--- config.mk ---
export PLATFORM = sky130hd
export DESIGN_NAME = ps2_rx_fifo
export DESIGN_NICKNAME = d
export VERILOG_FILES = /design/src/rtl/ps2_rx_fifo.sv
export SDC_FILE = /design/constraint.sdc
export NUM_CORES = 1
export LEC_CHECK = 0
export ABC_AREA = 1
export BUFFER_PORTS_ARGS = -buffer_cell sky130_fd_sc_hd__buf_2
export CAP_MARGIN = 5
export CORE_MARGIN = 1.5
export CORE_UTILIZATION = 60
export DETAILED_ROUTE_END_ITERATION = 8
export PLACE_DENSITY = 0.78
export SYNTH_ARGS = -nofsm -noshare
export SYNTH_HDL_FRONTEND = slang
export SYNTH_SLANG_ARGS = --single-unit
--- constraint.sdc ---
create_clock -name clk -period 3.1 [get_ports clk]
set_input_delay 0.31 -clock clk [delete_from_list [all_inputs] [get_ports clk]]
set_output_delay 0.31 -clock clk [all_outputs]
set_load 0.01 [all_outputs]
--- src/rtl/ps2_rx_fifo.sv ---
// PS/2 device-to-host receiver: synchronise, deserialise 11-bit frames, queue good bytes (optional PS2_RX_TIMEOUT_EN).
// Latency: ps2_clk pin fall on the stop bit to ready = SYNC_STAGES+1 clk cycles.
// Backpressure: none toward the device; a good frame arriving while full is dropped and sets sticky overflow.
module ps2_rx_fifo #(
    parameter int FIFO_DEPTH     = 8,
    parameter int SYNC_STAGES    = 3,
    parameter int TIMEOUT_CYCLES = 100000
) (
    input  logic       clk,
    input  logic       reset,
    input  logic       ps2_clk,
    input  logic       ps2_data,
    input  logic       nextdata_n,
    output logic [7:0] data,
    output logic       ready,
    output logic       overflow,
    output logic       frame_err
);
    localparam int AW = $clog2(FIFO_DEPTH);
    localparam int PW = AW + 1;

    if (FIFO_DEPTH < 2 || FIFO_DEPTH > 64 || (FIFO_DEPTH & (FIFO_DEPTH - 1)) != 0 ||
        SYNC_STAGES < 2 || TIMEOUT_CYCLES < 1) begin : g_bad_param
        $error("ps2_rx_fifo: illegal parameter value");
    end

    logic [SYNC_STAGES-1:0] clk_sync;
    logic [SYNC_STAGES-1:0] dat_sync;
    logic                   clk_prev;
    logic                   fall_vld;
    logic                   bit_dat;

    // Synchronisers idle high so reset never fabricates a falling edge.
    always_ff @(posedge clk) begin
        if (reset) begin
            clk_sync <= '1;
            dat_sync <= '1;
            clk_prev <= 1'b1;
        end else begin
            clk_sync <= {clk_sync[SYNC_STAGES-2:0], ps2_clk};
            dat_sync <= {dat_sync[SYNC_STAGES-2:0], ps2_data};
            clk_prev <= clk_sync[SYNC_STAGES-1];
        end
    end

    assign fall_vld = clk_prev & ~clk_sync[SYNC_STAGES-1];
    assign bit_dat  = dat_sync[SYNC_STAGES-1];

    logic [3:0] bit_cnt;
    logic [9:0] shreg;
    logic       frame_done;
    logic       frame_ok;
    logic       timeout_vld;

    assign frame_done = fall_vld & (bit_cnt == 4'd10);
    // shreg[0]=start, [8:1]=data, [9]=parity; the stop bit is the live sample.
    assign frame_ok   = ~shreg[0] & bit_dat & (^shreg[9:1]);

    always_ff @(posedge clk) begin
        if (reset) begin
            bit_cnt <= 4'd0;
            shreg   <= 10'd0;
        end else if (fall_vld) begin
            if (bit_cnt == 4'd10) begin
                bit_cnt <= 4'd0;
            end else begin
                bit_cnt <= bit_cnt + 4'd1;
                shreg   <= {bit_dat, shreg[9:1]};
            end
        end else if (timeout_vld) begin
            bit_cnt <= 4'd0;
        end
    end

`ifdef PS2_RX_TIMEOUT_EN
    localparam int IW = $clog2(TIMEOUT_CYCLES + 1);
    logic [IW-1:0] idle_cnt;

    assign timeout_vld = ~fall_vld & (bit_cnt != 4'd0) &
                         (idle_cnt == IW'(TIMEOUT_CYCLES - 1));

    always_ff @(posedge clk) begin
        if (reset || fall_vld || timeout_vld || bit_cnt == 4'd0) begin
            idle_cnt <= '0;
        end else begin
            idle_cnt <= idle_cnt + IW'(1);
        end
    end
`else
    assign timeout_vld = 1'b0;
`endif

    always_ff @(posedge clk) begin
        if (reset) begin
            frame_err <= 1'b0;
        end else begin
            frame_err <= (frame_done & ~frame_ok) | timeout_vld;
        end
    end

    logic [7:0]    mem [FIFO_DEPTH];
    logic [PW-1:0] wptr;
    logic [PW-1:0] rptr;
    logic          empty;
    logic          full;
    logic          pop_vld;
    logic          push_vld;

    assign empty    = (rptr == wptr);
    assign full     = (rptr[AW] != wptr[AW]) && (rptr[AW-1:0] == wptr[AW-1:0]);
    assign pop_vld  = ~nextdata_n & ~empty;
    // A pop in the same cycle frees the slot, so a full FIFO still accepts the byte.
    assign push_vld = frame_done & frame_ok & (~full | pop_vld);

    always_ff @(posedge clk) begin
        if (push_vld) begin
            mem[wptr[AW-1:0]] <= shreg[8:1];
        end
    end

    always_ff @(posedge clk) begin
        if (reset) begin
            wptr     <= '0;
            rptr     <= '0;
            overflow <= 1'b0;
        end else begin
            if (push_vld) begin
                wptr <= wptr + PW'(1);
            end
            if (pop_vld) begin
                rptr <= rptr + PW'(1);
            end
            if (frame_done && frame_ok && full && !pop_vld) begin
                overflow <= 1'b1;
            end
        end
    end

    assign ready = ~empty;
    assign data  = mem[rptr[AW-1:0]];
endmodule

Word-level counts from Yosys, hierarchy flattened
Memories as Yosys holds them, arrays and structs flattened. A register that Yosys moved wholly into a read port is not among the register bits.
Cells that the tools add are included.
- flip-flop bits (word level): 31
- RAM bits: 64
- bits of input ports: 5
- output and inout port bits: 11
- logic and storage cells: 45
- memories kept: 1
- memory list (memory ; words ; bits a word ; read ports ; clocked after memory_dff ; wr ports ; RTL line ; source):
    mem ; 8 ; 8 ; 1 ; 1 ; 1 ; 101 ; logic [7:0] mem [FIFO_DEPTH];
- add/subtract/negate cells: 3
- equality and inequality tests: 4
- mux-type cells: 5
- bitwise gates (word level): 16
- reductions and logical operators: 7
- operator list (cell ; count):
    adder 4 x 1 -> 4 bit (second input constant) ; 3
    XOR reduction 9 bit ; 1
    AND 1 bit ; 8
    inverter 1 bit ; 7
    two-way mux 3 bit ; 2
    == test 4 bit ; 1
    == test 4 bit (second input constant) ; 1
    logical AND 1 bit ; 4
    two-way mux 4 bit ; 1
    == test 3 bit ; 1
    two-way mux 1 bit ; 2
    AND reduction 2 bit ; 1
    zero test 1 bit ; 1
    inequality test 1 bit ; 1
    bitwise OR 1 bit ; 1

Longest topological paths before layout
Gate-level depths: netlist (run 1).
- word-level depth: 7
- mapped depth: 13
- gate-level depth less buffers: 13

Least setup slack after synthesis (run 1)
Ideal clock, no wire load.
- path type: reg2reg
- start: register shreg[1]
- end: memory mem[0][0] (enable)
- setup time: 0.383 ns
- arrival: 1.847 ns
- required time: 2.717 ns
- slack: 0.869 ns
- cell stages (with the launch flop): 12
- buffers on the path: 1
- clock period less this slack: 2.231 ns
- cells stage by stage: dfxtp_1 -> inv_1 -> nand2_1 -> nand2_1 -> nand2_1 -> nand3_1 -> nand2_1 -> nand2_1 -> nand2_1 -> nand4_4 -> buf_6 -> nor3_1
- longest elaborated chain between the ends: 6
- RTL lines (what ; RTL line ; source):
    from (decl) ; 50 ; logic [9:0] shreg;
    from (signal assigned) ; 68 ; shreg <= {bit_dat, shreg[9:1]};
    XOR reduction 9 bit ; 57 ; assign frame_ok = ~shreg[0] & bit_dat & (^shreg[9:1]);
    AND 1 bit ; 57 ;
    AND 1 bit (2 in series) ; 113 ; assign push_vld = frame_done & frame_ok & (~full | pop_vld);
    two-way mux 1 bit ; 116 ; if (push_vld) begin
    two-way mux 1 bit (implied by the code) ; 117 ; mem[wptr[AW-1:0]] <= shreg[8:1];
    to (decl) ; 101 ;
No other way between the ends.

Worst setup path after layout (run 1)
- start: register shreg[2]
- end: memory mem[7][7] (enable)
The elaborated chain is that of the path after synthesis.

==> key figures, run 1 <==
Worst setup path
  • Worst setup path start: shreg[2]$_SDFFE_PP0P_
  • Setup crit end kind: register
  • CP Class: reg -> reg
  • Worst setup path endpoint: mem[7][7]$_DFFE_PP_
  • Critical Path Source Type: register
  • Worst-path fanout max: 14
  • CP arrival: 2.38 ns
  • FF-to-FF End: mem[7][7]$_DFFE_PP_
  • Worst flop-to-flop path startpoint: shreg[2]$_SDFFE_PP0P_
  • Reg2Reg Setup Slack: 0.71 ns
  • Reg2reg path depth: 10
  • Critical Path RT: 3.09 ns

GRT
  • Initial antenna violation count: 0
  • Grt met1 use: 29.1%
  • Vias in the first global route: between 2000 and 3000
  • Top Usage Layer GRT: met2
  • Met2 usage: 37.7%
  • All-layer global routing usage: approximately 23%
  • First-pass GRT wire length: 12.2 mm
  • Pin count of the biggest net entering global routing: 33
  • Congestion Overflow GR: 0
  • Met3 GRT Util: under 10%

STA
  • Fin. Hold Viols: 0
  • Fin. max-slew vios: 0
  • FMAX: 419 MHz
  • Setup_tns: 0 ns
  • RSZ-0062 raised after global routing: false
  • Final period utilization: between 70 and 80%
  • Worst Skew: 0.00598 ns
  • Slew HR: a little under half
  • Final setup viols: 0
  • Tightest Pin Transition: 0.801 ns
  • Minimum clock period: 2.39 ns
  • Worst hold slack: approximately 0.13 ns

Clock tree
  • Inserted Clock Buffers: 9
  • CTS tree: built
  • CTS Sinks: a little under 100
  • Post-CTS Setup Bufs: 0
  • Worst skew pair latency: about 0.36 ns
  • Clock root buffer: clkbuf_8
  • Clk buf depth: 2
  • Cts hold-fix bufs: 0
  • Post-CTS Resized: 0
  • CTS H-tree depth: 3
  • Clock slew at reported path FFs: around 0.08 ns

Detailed routing
  • DR vias: approximately 2700
  • Routed Wire Length: about 7.3 mm
  • DR WL/cell: roughly 15 um
  • Remaining DRCs: 0
  • 1st-pass router iterations: 5
  • Antenna viol nets, final: 0
  • Vias per cell: 5.50
  • Initial drt markers: 253

Floorplan
  • Die ar.: about 7100 um^2
  • Top Ports: 16
  • Die Y: 84.2 um
  • Site Rows: 29
  • Core Area: around 6300 um^2
  • Starting Density: 62.2%
  • Die X: between 80 and 90 um

Pwr
  • Pwr per Cell Area: roughly 570 nW/um^2
  • Static leakage: around 1.6 nW
  • Worst IR Drop VDD: about 350 uV

Synth
  • Syn Std Cell Area: ~4000 um^2
  • Top cells by area, synth: edfxtp_1 (49%), dfxtp_1 (17%), nor2_1 (7.0%)
  • Syn Area/Cell: just over 10 um^2
  • Post-Synthesis Cells: approximately 390
  • Syn nets: between 300 and 400
  • Register area share after synthesis: approximately 66%
  • Synth warn: 0
  • Seq cells post-synth: between 90 and 100
  • Leading area contributor after synthesis: edfxtp_1
  • Cell variety after synth: 28
  • Yosys top cell area share: 48.6%

Final layout
  • Synth-to-Final Area Change: 9.62%
  • Share of cells above drive strength 1: between 10 and 15%
  • Nets: 414
  • Inserted Diodes: 0

Place
  • Port bufs: 15
  • DPL Wire Length: about 4.6 mm
  • GPL Wtd Cong: 0.784

Run
  • Number of max-cap violations: 0

Status
  • Status: finished clean

Worst hold path
  • Worst Hold Class: in -> reg
[metrics by stage]
stage          std cells  setup WS (ns)  utilization (%)  power, mW  area, um^2
2_1_floorplan        387          0.869                -       1.60        3950
3_3_place_gp         473          0.814             64.9       1.65        4120
3_5_place_dp         473          0.709             64.9       1.66        4120
4_1_cts              489          0.691             68.2       2.50        4330
5_1_grt              489          0.437             68.2       2.59        4330
6_report             489          0.711             68.2       2.48        4330
[registers in the layout (all words and copies together), names as in the netlist, named ones only]
| register | flops |
|---|---|
| shreg | 10 |
| mem | 64 |
| clk_sync | 3 |
| dat_sync | 3 |
| frame_err | 1 |
| clk_prev | 1 |
| rptr | 4 |
| bit_cnt | 4 |
| overflow | 1 |
| wptr | 4 |
[worst min path at each step]
stage          depth (start not counted)  slack (ns)                    from                     end
2_1_floorplan                          1        0.39  clk_sync[0]$_SDFF_PP1_  clk_sync[1]$_SDFF_PP1_
3_3_place_gp                           1        0.40  clk_sync[1]$_SDFF_PP1_  clk_sync[2]$_SDFF_PP1_
3_5_place_dp                           1        0.40  dat_sync[1]$_SDFF_PP1_  dat_sync[2]$_SDFF_PP1_
4_1_cts                                2        0.12                 ps2_clk  clk_sync[0]$_SDFF_PP1_
5_1_grt                                2        0.12                 ps2_clk  clk_sync[0]$_SDFF_PP1_
6_report                               2        0.13                 ps2_clk  clk_sync[0]$_SDFF_PP1_
[kinds of logic after synthesis]
kind of cell | count (synthesis) | synth area share, %
fa+ha+maj | 2 | 0.633
xor+xnor | 5 | 1.11
flops | 98 | 65.8
compound gates | 79 | 10.7
buf+inv | 47 | 4.75
simple gates | 156 | 17.0
[worst max-delay path, stage by stage (launching register included)]
cell and delay [ns]:
dfxtp_1 0.62, inv_2 0.09, nand2_1 0.08, nand2_1 0.06, nand2_1 0.08, nand3_1 0.08, nand2_1 0.08, nand2_1 0.06
nand2_1 0.10, nand4_4 0.18, nor2_1 0.61
[synthesized netlist by cell type]
cell type,number
inv_2,3
a211oi_1,2
nand4_4,1
a21boi_0,1
dfxtp_1,34
o21ai_1,1
nor2_4,1
o22ai_1,8
nor4_1,1
a21oi_1,16
nor2_1,74
a31oi_1,8
edfxtp_1,64
nand2_1,48
ha_1,2
clkbuf_1,13
xnor2_1,3
nand3_1,7
nand2_2,3
nand4_1,5
o21ai_0,43
buf_6,1
xor2_1,2
or2_2,6
buf_4,1
nor2_2,1
nor3_1,9
inv_1,29
[power by group]
group / total, mW / internal (mW) / switching, mW
clock network: 0.854 / 0.449 / 0.405
logic: 0.216 / 0.0755 / 0.140
registers: 1.41 / 1.40 / 0.0179
total: 2.48 / 1.92 / 0.563
[layout by cell type (no fill, tap or decap), drive strengths merged, types with 6 or more instances in the layout]
cell / Yosys / routed
nor2: 76 / 76
clkbuf: 13 / 10
nand4: 6 / 6
o22ai: 8 / 8
a21oi: 16 / 16
dfxtp: 34 / 34
edfxtp: 64 / 64
nand2: 51 / 51
buf: 2 / 24
o21ai: 44 / 44
nand3: 7 / 7
inv: 32 / 32
a31oi: 8 / 8
or2: 6 / 6
nor3: 9 / 9
[per-layer routing]
layer | wire (um) | vias up
li1 | - | 1357
met1 | 3030 | 1259
met2 | 3740 | 68
met3 | 408 | 7
met4 | 102 | 0
met5 | 0 | -
[area by class of cell]
cell class,instances,area [um^2]
Timing Repair Buffer,24,143
Sequential cell,98,2600
Inverter,32,120
Fill cell,479,2020
Multi-Input combinational cell,242,1160
Tap cell,77,96.3
Clock inverter,6,81.3
Clock buffer,10,128
Note: power is estimated with default switching activity, not from simulation.
==> inputs of run 2 (changes only) <==
--- a/config.mk
+++ b/config.mk
@@ -9,9 +9,9 @@
 export BUFFER_PORTS_ARGS = -buffer_cell sky130_fd_sc_hd__buf_2
 export CAP_MARGIN = 5
 export CORE_MARGIN = 1.5
-export CORE_UTILIZATION = 60
+export CORE_UTILIZATION = 55
 export DETAILED_ROUTE_END_ITERATION = 8
-export PLACE_DENSITY = 0.78
+export PLACE_DENSITY = 0.75
 export SYNTH_ARGS = -nofsm -noshare
 export SYNTH_HDL_FRONTEND = slang
 export SYNTH_SLANG_ARGS = --single-unit
==> constraint.sdc (replaced) <==
create_clock -name clk -period 2 [get_ports clk]
set_input_delay 0.2 -clock clk [delete_from_list [all_inputs] [get_ports clk]]
set_output_delay 0.2 -clock clk [all_outputs]
set_load 0.01 [all_outputs]
==> run 2 against run 1 <==
Sequential share of layout area shrank 3.4 points. Via count grew 3.8%. Critical endpoint is now mem[3][0]$_DFFE_PP_. Cell count grew 7.6%. Sequential power grew 55%. Largest cell class unchanged.
==> key figures, run 2 (same netlist as run 1, synthesis figures left out) <==
Status
  • Status: finished clean (unchanged)

Floorplan
  • Starting Density: 57.5% (was 62.2%)
  • Site Rows: 30 (was 29)
  • Die Y: 87.8 um (was 84.2 um)
  • Die X: 87.8 um (was 84.2 um)
  • Die ar.: 7700 um^2 (was 7080 um^2)
  • Core Area: 6870 um^2 (was 6350 um^2)
  • Top Ports: 16 (unchanged)

STA
  • FMAX: 524 MHz (was 419 MHz)
  • Minimum clock period: 1.91 ns (was 2.39 ns)
  • Fin. max-slew vios: 0 (unchanged)
  • Worst Skew: 0.0112 ns (was 0.00598 ns)
  • Final WS setup: 0.0922 ns (was 0.711 ns)
  • Fin. Hold Viols: 0 (unchanged)
  • Slew HR: 65.0% (was 46.5%)
  • Final setup viols: 0 (unchanged)
  • Tightest Pin Transition: 0.524 ns (was 0.801 ns)
  • Final period utilization: 95.4% (was 77.1%)
  • RSZ-0062 raised after global routing: false (unchanged)

Run
  • Number of max-cap violations: 0 (unchanged)

Pwr
  • Pwr per Cell Area: 861 nW/um^2 (was 573 nW/um^2)
  • Static leakage: 1.74 nW (was 1.61 nW)
  • Worst IR Drop VDD: 412 uV (was 347 uV)

Worst hold path
  • Hold-critical path endpoint: clk_sync[0]$_SDFF_PP1_ (unchanged)
  • Hold path depth: 2 (unchanged)
  • Worst Hold Launch: ps2_clk (unchanged)
  • Worst Hold Class: in -> reg (unchanged)

Worst setup path
  • Critical Path RT: 2.06 ns (was 3.09 ns)
  • Reg2reg path depth: 9 (was 10)
  • CP most frequent cell: nand2_1 (unchanged)
  • WP buf/inv: 2 (was 1)
  • Family with the most delay on the worst path: simple AND/OR/NAND/NOR gates (unchanged)
  • Critical Path Source Type: register (unchanged)
  • Reg2Reg Setup Slack: 0.09 ns (was 0.71 ns)
  • CP Class: reg -> reg (unchanged)
  • Slowest-stage cell, CP: dfxtp_1 (unchanged)
  • CP arrival: 1.97 ns (was 2.38 ns)
  • Cell Chain, Critical Path: inv_1 > nand2_1 > nand4_1 > nand2_1 > nand3_1 > nand2_2 > nand4_2 > nor3_2 > buf_4 (was inv_2 > nand2_1 > nand2_1 > nand2_1 > nand3_1 > nand2_1 > nand2_1 > nand2_1 > nand4_4 > nor2_1)
  • Worst-path fanout max: 8 (was 14)
  • FF-to-FF End: mem[3][0]$_DFFE_PP_ (was mem[7][7]$_DFFE_PP_)
  • CP peak stage delay: 0.44 ns (was 0.62 ns)
  • Worst flop-to-flop path startpoint: shreg[4]$_SDFFE_PP0P_ (was shreg[2]$_SDFFE_PP0P_)
  • Setup crit end kind: register (unchanged)

Final layout
  • Most common cell after layout, fill and taps aside: nor2_1 (unchanged)
  • Max reg flops: 64 (unchanged)
  • Non-filler cells, final: 526 (was 489)
  • Post-Route Utilization: 67.2% (was 68.2%)
  • Fillers: 526 (was 479)
  • Most frequent cells in the layout: nor2_1 (74), edfxtp_1 (64), nand2_1 (47) (was nor2_1 (74), edfxtp_1 (64), nand2_1 (48))
  • Share of cells above drive strength 1: 20.7% (was 12.6%)
  • Inserted Diodes: 0 (unchanged)
  • Synth-to-Final Area Change: 16.7% (was 9.62%)
  • Nets: 432 (was 414)

GRT
  • Initial antenna violation count: 0 (unchanged)
  • Pin count of the biggest net entering global routing: 33 (unchanged)
  • Congestion Overflow GR: 0 (unchanged)
  • Vias in the first global route: 2639 (was 2561)
  • All-layer global routing usage: 22.7% (about the same)
  • First-pass GRT wire length: 12.8 mm (was 12.2 mm)

Detailed routing
  • Routed Wire Length: 8.16 mm (was 7.29 mm)
  • Antenna viol nets, final: 0 (unchanged)
  • Vias per cell: 5.31 (was 5.50)
  • DR WL/cell: 15.5 um (was 14.9 um)
  • 1st-pass router iterations: 4 (was 5)
  • Remaining DRCs: 0 (unchanged)
  • Initial drt markers: 281 (was 253)
  • DR vias: 2792 (was 2691)

Place
  • GPL Wtd Cong: 0.791 (was 0.784)
  • Port bufs: 15 (unchanged)
  • Place WS: 0.0999 ns (was 0.709 ns)
  • Placed cell count: 506 (was 473)
  • DPL Wire Length: 5.38 mm (was 4.61 mm)

Clock tree
  • CTS H-tree depth: 3 (unchanged)
  • Cts hold-fix bufs: 0 (unchanged)
  • CTS Sinks: 98 (unchanged)
  • Worst skew pair latency: 0.36 ns (about the same)
  • Clock slew at reported path FFs: 0.09 ns (was 0.08 ns)
  • Clock root buffer: clkbuf_8 (unchanged)
  • Clk buf depth: 2 (unchanged)
  • CTS tree: built (unchanged)
  • Inserted Clock Buffers: 9 (unchanged)
-- run 2: cell count changes in the layout (fill, tap and decap cells not counted), moves of 2 or more --
cell and change:
inv_1 -2, nor3_2 +6, buf_12 +3, buf_4 +12, clkinvlp_4 +2, dfxtp_1 -8
clkinv_1 -2, nor3_1 -6, dfxtp_2 +8
-- run 2: how the worst max path moves through the flow --
stage,startpoint,endpoint,slack (ns),depth (start not counted)
2_1_floorplan,shreg[1]$_SDFFE_PP0P_,mem[0][0]$_DFFE_PP_,-0.23,11
3_3_place_gp,shreg[3]$_SDFFE_PP0P_,mem[0][7]$_DFFE_PP_,0.22,9
3_5_place_dp,shreg[3]$_SDFFE_PP0P_,mem[0][7]$_DFFE_PP_,0.1,9
4_1_cts,register,data[4],0.02,7
5_1_grt,shreg[4]$_SDFFE_PP0P_,mem[4][4]$_DFFE_PP_,0.005,9
6_report,shreg[4]$_SDFFE_PP0P_,mem[3][0]$_DFFE_PP_,0.09,9
-- run 2: what timing repair did --
action	in CTS	in global routing
gates resized for setup	2	21
gates cloned	0	2
buffers inserted	0	2
setup endpoints to repair	1	64
pin swaps	0	1
-- run 2: routing by layer --
metal | vias to the layer above | GRT usage, % | share of wire, %
met5 | - | 0 | 0
met1 | 1341 | 27.8 | 44
met3 | 4 | 5.00 | 3.6
li1 | 1404 | - | -
met2 | 43 | 40.2 | 52
met4 | 0 | 6.93 | 0.49
-- run 2: cell type report --
class                   count  area (um^2)  share of cell area, %
well taps                  96          120                   2.60
clock inverters             6         90.1                   1.95
clock buffers              10          128                   2.77
flip-flops and latches     98         2610                   56.6
inverters                  32          126                   2.74
repair buffers             41          329                   7.13
multi-input cells         243         1210                   26.2
-- run 2: metrics by stage --
stage	total power [mW]	instance area, um^2	TNS (ns)	hold slack (ns)
final	3.97	4610	0	0.0239
after global routing	4.13	4610	0	0.00725
after CTS	3.95	4490	0	0.00572
after detailed placement	2.61	4270	0	0.386
after global placement	2.59	4270	0	0.386
after floorplan	2.48	3950	-12.91	0.304
-- run 2: power breakdown --
part	total, mW	switching [mW]	internal, mW
registers	2.19	0.0229	2.17
logic	0.418	0.253	0.165
clock network	1.36	0.655	0.709
total	3.97	0.930	3.04
